File: src/rtl/multi_port_ack_controller.sv
// multi_port_ack_controller: per-port read/write ack FSMs with settle delay, free-space check,
// timeout error pulse, abort on req drop and a busy flag.
module multi_port_ack_controller #(
   parameter int NPORTS       = 4,
   parameter int FIFO_DEPTH   = 16,
   parameter int LVL_W        = $clog2(FIFO_DEPTH) + 1,
   parameter int STATUS_DELAY = 3,
   parameter int RD_FREE_MIN  = 1,
   parameter int TIMEOUT      = 255
) (
   input  logic                      aclk,
   input  logic                      aresetn,
   input  logic [NPORTS-1:0]         req,
   input  logic [NPORTS-1:0]         cmd,
   input  logic [NPORTS-1:0]         rd_ack,
   input  logic [NPORTS*LVL_W-1:0]   fifo_level,
   output logic [NPORTS-1:0]         ack,
   output logic [NPORTS-1:0]         err,
   output logic [NPORTS-1:0]         busy
);
   localparam int ST_W = $clog2(STATUS_DELAY + 1);
   localparam int WT_W = TIMEOUT < 2 ? 1 : $clog2(TIMEOUT);
   localparam logic [ST_W-1:0]  ST_LAST  = ST_W'(STATUS_DELAY);
   localparam logic [WT_W-1:0]  WT_LAST  = WT_W'(TIMEOUT == 0 ? 0 : TIMEOUT - 1);
   localparam logic [LVL_W-1:0] DEPTH    = LVL_W'(FIFO_DEPTH);
   localparam logic [LVL_W-1:0] FREE_MIN = LVL_W'(RD_FREE_MIN);

   typedef enum logic [2:0] {IDLE, WAIT_REQ_HIGH, RD_SETTLE, RD_CHECK, WR_WAIT, WAIT_REQ_LOW} state_t;

   for (genvar g = 0; g < NPORTS; g++) begin : ch
      state_t           state_q, state_d;
      logic [ST_W-1:0]  st_q, st_d;
      logic [WT_W-1:0]  wt_q, wt_d;
      logic [LVL_W-1:0] lvl_q, free;
      logic             ack_q, ack_d, err_q, err_d, ok, tmo;

      // an over-full level reports zero free words instead of wrapping
      assign free = lvl_q > DEPTH ? '0 : DEPTH - lvl_q;
      assign ok   = state_q == RD_CHECK ? free >= FREE_MIN : rd_ack[g];
      assign tmo  = TIMEOUT != 0 && wt_q == WT_LAST;

      always_comb begin
         state_d = state_q;
         st_d    = st_q;
         wt_d    = wt_q;
         ack_d   = 1'b0;
         err_d   = 1'b0;
         case (state_q)
            IDLE:          state_d = WAIT_REQ_HIGH;
            WAIT_REQ_HIGH: if (req[g]) begin
               state_d = cmd[g] ? WR_WAIT : RD_SETTLE;
               st_d    = '0;
               wt_d    = '0;
            end
            RD_SETTLE:     if (!req[g]) state_d = WAIT_REQ_HIGH;
                           else if (st_q == ST_LAST) begin
                              state_d = RD_CHECK;
                              wt_d    = '0;
                           end else st_d = st_q + ST_W'(1);
            RD_CHECK, WR_WAIT: if (!req[g]) state_d = WAIT_REQ_HIGH;
                           else if (ok) begin
                              ack_d   = 1'b1;
                              state_d = WAIT_REQ_LOW;
                           end else if (tmo) begin
                              err_d   = 1'b1;
                              state_d = WAIT_REQ_LOW;
                           end else wt_d = wt_q == '1 ? wt_q : wt_q + WT_W'(1);
            WAIT_REQ_LOW:  if (!req[g]) state_d = WAIT_REQ_HIGH;
            default:       state_d = IDLE;
         endcase
      end

      always_ff @(posedge aclk) begin
         if (!aresetn) begin
            state_q <= IDLE;
            st_q    <= '0;
            wt_q    <= '0;
            lvl_q   <= '0;
            ack_q   <= 1'b0;
            err_q   <= 1'b0;
         end else begin
            state_q <= state_d;
            st_q    <= st_d;
            wt_q    <= wt_d;
            lvl_q   <= fifo_level[g*LVL_W +: LVL_W];
            ack_q   <= ack_d;
            err_q   <= err_d;
         end
      end

      assign ack[g]  = ack_q;
      assign err[g]  = err_q;
      assign busy[g] = state_q != IDLE && state_q != WAIT_REQ_HIGH;
   end
endmodule
File: config.mk
export PLATFORM = sky130hd
export DESIGN_NAME = multi_port_ack_controller
export DESIGN_NICKNAME = d
export VERILOG_FILES = /design/src/rtl/multi_port_ack_controller.sv
export SDC_FILE = /design/constraint.sdc
export NUM_CORES = 1
export LEC_CHECK = 0
export BUFFER_PORTS_ARGS = -buffer_cell sky130_fd_sc_hd__buf_2
export CAP_MARGIN = 20
export CORE_UTILIZATION = 55
export CTS_BUF_LIST = sky130_fd_sc_hd__clkbuf_8 sky130_fd_sc_hd__clkbuf_16
export DETAILED_ROUTE_END_ITERATION = 8
export PLACE_DENSITY_LB_ADDON = 0.05
export SKIP_LAST_GASP = 1
export SLEW_MARGIN = 15
export SYNTH_ARGS = -nofsm -noshare
export SYNTH_HDL_FRONTEND = slang
export SYNTH_SLANG_ARGS = --single-unit
File: constraint.sdc
create_clock -name aclk -period 3.59 [get_ports aclk]
set_clock_uncertainty 0.1 [all_clocks]
set_input_delay 0.5385 -clock aclk [delete_from_list [all_inputs] [get_ports aclk]]
set_output_delay 0.5385 -clock aclk [all_outputs]
set_load 0.02 [all_outputs]
==> impl_metrics.tcl, run 1 <==
set metrics [dict create \
    clk_latency_ns 0.35 \
    ys.warnings.count 0 \
    worst_slew_pin_slew_ns 0.954 \
    io_pins 46 \
    synth_nets 568 \
    start_util_pct 58.1 \
    grt_first_pass_wirelength_um 14800 \
    required_ns 3.77 \
    via_count 3731 \
    synthArstFlopShare_pct 0 \
    yosysSeqAreaShare_pct 37.2 \
    cts_tree "yes" \
    cp_slowest_stage_delay_ns 0.50 \
    hold_ws_ns 0.296 \
    yosysTopAreaCell "dfxtp_1" \
    dp_hpwl_um 5940 \
    ys.flop_type "dfxtp_1" \
    dr.pass1.iters 4 \
    postSynthCellCount 518 \
    netlist_area_sq_um 4300 \
    htree_levels 3 \
    post_cts_resized 0 \
    crit_slowest_cell "or4_1" \
    p_per_area_nw_per_um2 534 \
    clockRootBuffer "clkbuf_8" \
    hold_viol 0 \
    run_status "completed" \
    cp_cell_sequence "inv_1 > ha_1 > or2b_1 > a21boi_0 > o31ai_2 > or3_1 > or4_1 > a21oi_1" \
    grt_use_total_pct 21.7 \
    fp.dieW_um 90.4 \
    clock_sinks 80 \
    hold_path.class "input pin to register" \
    grt_antenna_before_repair 0 \
    antenna_cells 0 \
    ant_nets 0 \
    die_h_um 90.4 \
    synth_edf_count 0 \
    port_buffers 45 \
    post-cts-setup-buffers 0 \
    rows 31 \
    crit_path_end_kind "register" \
    synth_most_common_cell "dfxtp_1" \
    synth_top_area_share_pct 37.2 \
    drcViolationCount 0 \
    setup_viol 0 \
    viasPerCell 5.77 \
    ir_drop_mv 0.468 \
    timing.slew.headroom_pct 35.8 \
    maxSlewViolCount 0 \
    clock_path_buffers 2 \
    path_clk_slew_ns 0.08 \
    design.die.area_sq_um 8180 \
    critPathLaunchType "register" \
    coreArea_sq_um 7410 \
    syn_to_final_growth_pct 10.0 \
    fin_crit_sh_pct 74.1 \
    crit_arrival_ns 2.84 \
    rsz0062_at_grt "false" \
    routed_wl_um 8310 \
    grt_pass1_vias 3432 \
    cap_viol_max_count 0 \
    fmax_mhz 376 \
    cts_made_buffers 9 \
    drt_iter0_drc 142 \
    crit_type "register to register" \
    layout.nets 594 \
    wire_per_inst_um 12.8 \
    finalSetupTns_ns 0 \
    regToRegSetupSlack_ns 0.93 \
    grt-ovfl-total 0 \
    drive_gt1_share_pct 14.1 \
    grt_start_max_net_pins 45 \
    synth_area_per_cell_sq_um 8.30 \
    synth_area_leaders "dfxtp_1 37%, ha_1 4.7%, a21oi_1 3.7%, nand2_1 3.6%, nor2_1 3.4%" \
    synthTopCellsByCount "80 x dfxtp_1, 41 x nand2_1, 39 x nor2_1" \
    crit_path_max_fanout 8 \
    p_leak_nw 1.82 \
    holdBufCountCts 0 \
    gp_congestion 0.789 \
    ys_ff_latch 80 \
    synthDistinctLibCells 65 \
    fin_crit_ns 2.66 \
]
routing by layer:
layer  routed length, um  up-vias  share of wire (%)  GRT usage, %
met2                3940       62                 47          36.6
met3                 266        7                3.2          5.72
met4                  74        0               0.89          6.32
met5                   0        -                  0             0
met1                4020     1741                 48          27.2
li1                    -     1921                  -             -
cells in the final DEF, fill, tap and decap left out, drive strengths merged, types with 3 or more instances in the layout:
cell     instances
o31ai           15
nand4           10
nor2            39
and2            22
nor3             6
nor2b           11
a211oi           3
ha              16
nand2b          10
mux2i            6
inv             28
nand3           15
dfxtp           80
or3              8
o22ai            5
a22oi            5
a21oi           32
o21ai           24
nand3b           7
buf             48
or4              8
o211ai           3
or2              9
xnor2           11
a31oi            3
o2111ai         10
nand2           41
and3b            6
clkbuf          11
nor4            11
nor3b            7
state kept, by name (all words and copies together), names as in the netlist:
signal and count:
ch.ack_q 4, ch.st_q 8, ch.lvl_q 20, ch.err_q 4, ch.state_q 12, ch.wt_q 32
critical path: cells and delay by family, from the launching register on:
family	cells	cell delay (ns)
AOI/OAI and AO/OA	3	0.51
buffers and inverters	1	0.07
DFF	1	0.40
and+or+nand+nor	3	1.19
adders and majority gates	1	0.33
per-stage QoR:
| stage | total power (W) | instances | instance area [sq um] | utilization, % | worst slack [ns] |
|---|---|---|---|---|---|
| floorplan | 0.00166 | 518 | 4300 | - | 1.09 |
| global placement | 0.00179 | 632 | 4510 | 60.9 | 1.02 |
| detailed placement | 0.00181 | 632 | 4510 | 60.9 | 0.937 |
| CTS | 0.00254 | 647 | 4730 | 63.9 | 0.913 |
| global route | 0.00270 | 647 | 4730 | 63.9 | 0.771 |
| finish | 0.00253 | 647 | 4730 | 63.9 | 0.931 |
layout make-up:
cell class              count  area [sq um]
fillers                   646          2680
multi-input cells         378          2440
flip-flops and latches     80          1600
repair buffers             48           248
clock buffers              11           151
well taps                  99           124
inverters                  27           101
clock inverters             4          68.8
logic make-up (layout without fill, tap and decap cells):
family                     after synthesis  after routing  synth area share (%)
xor gates and xnor gates                12             12                  2.44
AOI/OAI and AO/OA                      124            124                  19.9
adders and majority gates               16             16                  4.65
buffers and inverters                   60             90                  6.08
DFF                                     80             80                  37.2
and+or+nand+nor                        220            220                  28.3
muxes                                    6              6                  1.40
power by group:
part | switching (W) | leakage (nW) | internal, W
clock | 0.000310 | 0.117 | 0.000423
sequential | 0.000144 | 0.652 | 0.000958
combinational | 0.000407 | 1.05 | 0.000286
final timing paths:
kind	cells past startpoint	endpoint	startpoint
setup / recovery	8	ch[0].wt_q[5]$_SDFFE_PN0P_	ch[0].lvl_q[0]$_SDFF_PN0_
hold / removal	2	ch[2].lvl_q[1]$_SDFF_PN0_	fifo_level[11]
setup reg to reg	8	ch[0].wt_q[5]$_SDFFE_PN0P_	ch[0].lvl_q[0]$_SDFF_PN0_
hold reg to reg	2	ch[2].wt_q[5]$_SDFFE_PN0P_	ch[2].wt_q[5]$_SDFFE_PN0P_
Power figures use the tool's default switching activity.
==> run 2, diff against run 1 <==
--- a/config.mk
+++ b/config.mk
@@ -7,7 +7,7 @@
 export LEC_CHECK = 0
 export BUFFER_PORTS_ARGS = -buffer_cell sky130_fd_sc_hd__buf_2
 export CAP_MARGIN = 20
-export CORE_UTILIZATION = 55
+export CORE_UTILIZATION = 53
 export CTS_BUF_LIST = sky130_fd_sc_hd__clkbuf_8 sky130_fd_sc_hd__clkbuf_16
 export DETAILED_ROUTE_END_ITERATION = 8
 export PLACE_DENSITY_LB_ADDON = 0.05
==> constraint.sdc (replaced) <==
create_clock -name aclk -period 2.4 [get_ports aclk]
set_clock_uncertainty 0.1 [all_clocks]
set_input_delay 0.36 -clock aclk [delete_from_list [all_inputs] [get_ports aclk]]
set_output_delay 0.36 -clock aclk [all_outputs]
set_load 0.02 [all_outputs]
==> run 2 against run 1 <==
Global-route usage is 0.42 points higher; critical path type unchanged; critical endpoint is now ch[3].state_q[2]$_SDFFE_PN0P_; sequential power is 44% higher; core utilization is 0.093 points lower.
==> impl_metrics.tcl, run 2 (synthesized netlist as in run 1, its figures left out) <==
set metrics [dict create \
    setup_viol 0 \
    port_buffers 45 \
    cap_viol_max_count 0 \
    drive_gt1_share_pct 20.6 \
    regToRegSetupSlack_ns 0.09 \
    via_count 3883 \
    clockRootBuffer "clkbuf_8" \
    reg_top3 "ch.wt_q: 32 flops, ch.lvl_q: 20 flops, ch.state_q: 12 flops" \
    p_leak_nw 1.96 \
    crit_type "register to register" \
    dr.pass1.iters 4 \
    fp.dieW_um 92.1 \
    routed_wl_um 8880 \
    grt_antenna_before_repair 0 \
    io_pins 46 \
    htree_levels 3 \
    coreArea_sq_um 7810 \
    start_util_pct 55.1 \
    dp_hpwl_um 6540 \
    p_per_area_nw_per_um2 777 \
    maxSlewViolCount 0 \
    multi_input_area_sq_um 2490 \
    finalPower_w 0.00387 \
    grt_start_max_net_pins 20 \
    holdCritStartpoint "fifo_level[7]" \
    final_core_util_pct 63.8 \
    hold_viol 0 \
    grt_pass1_vias 3704 \
    clk_latency_ns 0.34 \
    fill_cells 711 \
    wire_per_inst_um 13.1 \
    grt_first_pass_wirelength_um 15500 \
    crit_arrival_ns 2.48 \
    run_status "completed" \
    worst-r2r-cell-count 9 \
    seqCellArea_sq_um 1610 \
    ir_drop_mv 0.486 \
    rows 32 \
    timing.slew.headroom_pct 63.8 \
    drt_iter0_drc 199 \
    hold_ws_ns 0.121 \
    path_clk_slew_ns 0.08 \
    grt_use_total_pct 22.1 \
    antenna_cells 0 \
    final_common_cell "dfxtp_1" \
    crit_path_end_kind "register" \
    fin_crit_ns 2.31 \
    rsz0062_at_grt "true" \
    r2r-start "ch[3].lvl_q[0]$_SDFF_PN0_" \
    design.die.area_sq_um 8480 \
    cts_made_buffers 9 \
    viasPerCell 5.71 \
    placed_area_sq_um 4720 \
    grt-ovfl-total 0 \
    pre_cts_slack_ns 0.0381 \
    syn_to_final_growth_pct 15.8 \
    hold_path.class "input pin to register" \
    fmax_mhz 433 \
    holdPathStages 2 \
    final_area_sq_um 4980 \
    die_h_um 92.1 \
    layout_common_cells "76 x dfxtp_1, 45 x buf_2, 41 x nand2_1" \
    cts_tree "yes" \
    clock_sinks 80 \
    critPathLaunchType "register" \
    fin_crit_sh_pct 96.2 \
    rr_endpoint "ch[3].state_q[2]$_SDFFE_PN0P_" \
    required_ns 2.57 \
    ant_nets 0 \
    worst_hold_path.endpoint "ch[1].lvl_q[2]$_SDFF_PN0_" \
    drcViolationCount 0 \
    crit_path_max_fanout 4 \
    worst_slew_pin_slew_ns 0.540 \
    largest_reg_flops 32 \
    gp_congestion 0.881 \
    layout.nets 623 \
    regMostFlops "ch.wt_q" \
    fin_ws_ns 0.0909 \
    clock_path_buffers 2 \
]
## run 2: final cells by class
class                           instances  share of cell area [%]
Clock buffer                           12                    3.32
Clock inverter                          4                   0.528
Inverter                               27                    2.03
Multi-Input combinational cell        378                    50.0
Sequential cell                        80                    32.3
Tap cell                              102                    2.56
Timing Repair Buffer                   77                    9.34
## run 2: what timing repair did
item | 4_1_cts | 5_1_grt
buffers inserted | 1 | 5
pin swaps | 1 | 8
cloned | 0 | 0
hold buffers | 0 | 0
gates resized for setup | 2 | 6
endpoints found under the setup margin | 1 | 6
## run 2: per-stage QoR
step                std cells  setup TNS [ns]
global route              680          -0.131
floorplan                 518               0
CTS                       675               0
detailed placement        658               0
global placement          658               0
finish                    680               0
## run 2: how the worst max path moves through the flow
stage,startpoint,endpoint,slack (ns),cells past startpoint
after floorplan,ch[0].lvl_q[0]$_SDFF_PN0_,ch[0].wt_q[5]$_SDFFE_PN0P_,0.02,9
after global placement,ch[0].lvl_q[0]$_SDFF_PN0_,ch[0].wt_q[5]$_SDFFE_PN0P_,0.11,8
after detailed placement,ch[0].lvl_q[0]$_SDFF_PN0_,ch[0].wt_q[5]$_SDFFE_PN0P_,0.04,8
after CTS,ch[0].lvl_q[1]$_SDFF_PN0_,ch[0].wt_q[5]$_SDFFE_PN0P_,0.006,8
after global routing,ch[1].lvl_q[1]$_SDFF_PN0_,ch[1].wt_q[5]$_SDFFE_PN0P_,-0.06,8
final,ch[3].lvl_q[0]$_SDFF_PN0_,ch[3].state_q[2]$_SDFFE_PN0P_,0.09,9
## run 2: critical path, cell delays in order (launching register included)
cell and delay [ns]:
dfxtp_1 0.36, inv_1 0.05, ha_1 0.22, and3b_1 0.16, o311ai_0 0.30, a31oi_1 0.17
buf_4 0.18, a31o_2 0.28, or2_2 0.29, a21oi_1 0.14
## run 2: power breakdown
| part | switching, W | leakage, nW | internal [W] |
|---|---|---|---|
| logic | 0.000747 | 1.21 | 0.000607 |
| clock network | 0.000479 | 0.0988 | 0.000461 |
| registers | 0.000143 | 0.653 | 0.00143 |
## run 2: metal layers
metal,share of wire [%],global-route usage [%],routed length (um)
met1,47,27.0,4200
met2,48,39.0,4230
met3,3.4,3.15,299
met4,1.7,8.72,149
met5,0,0,0
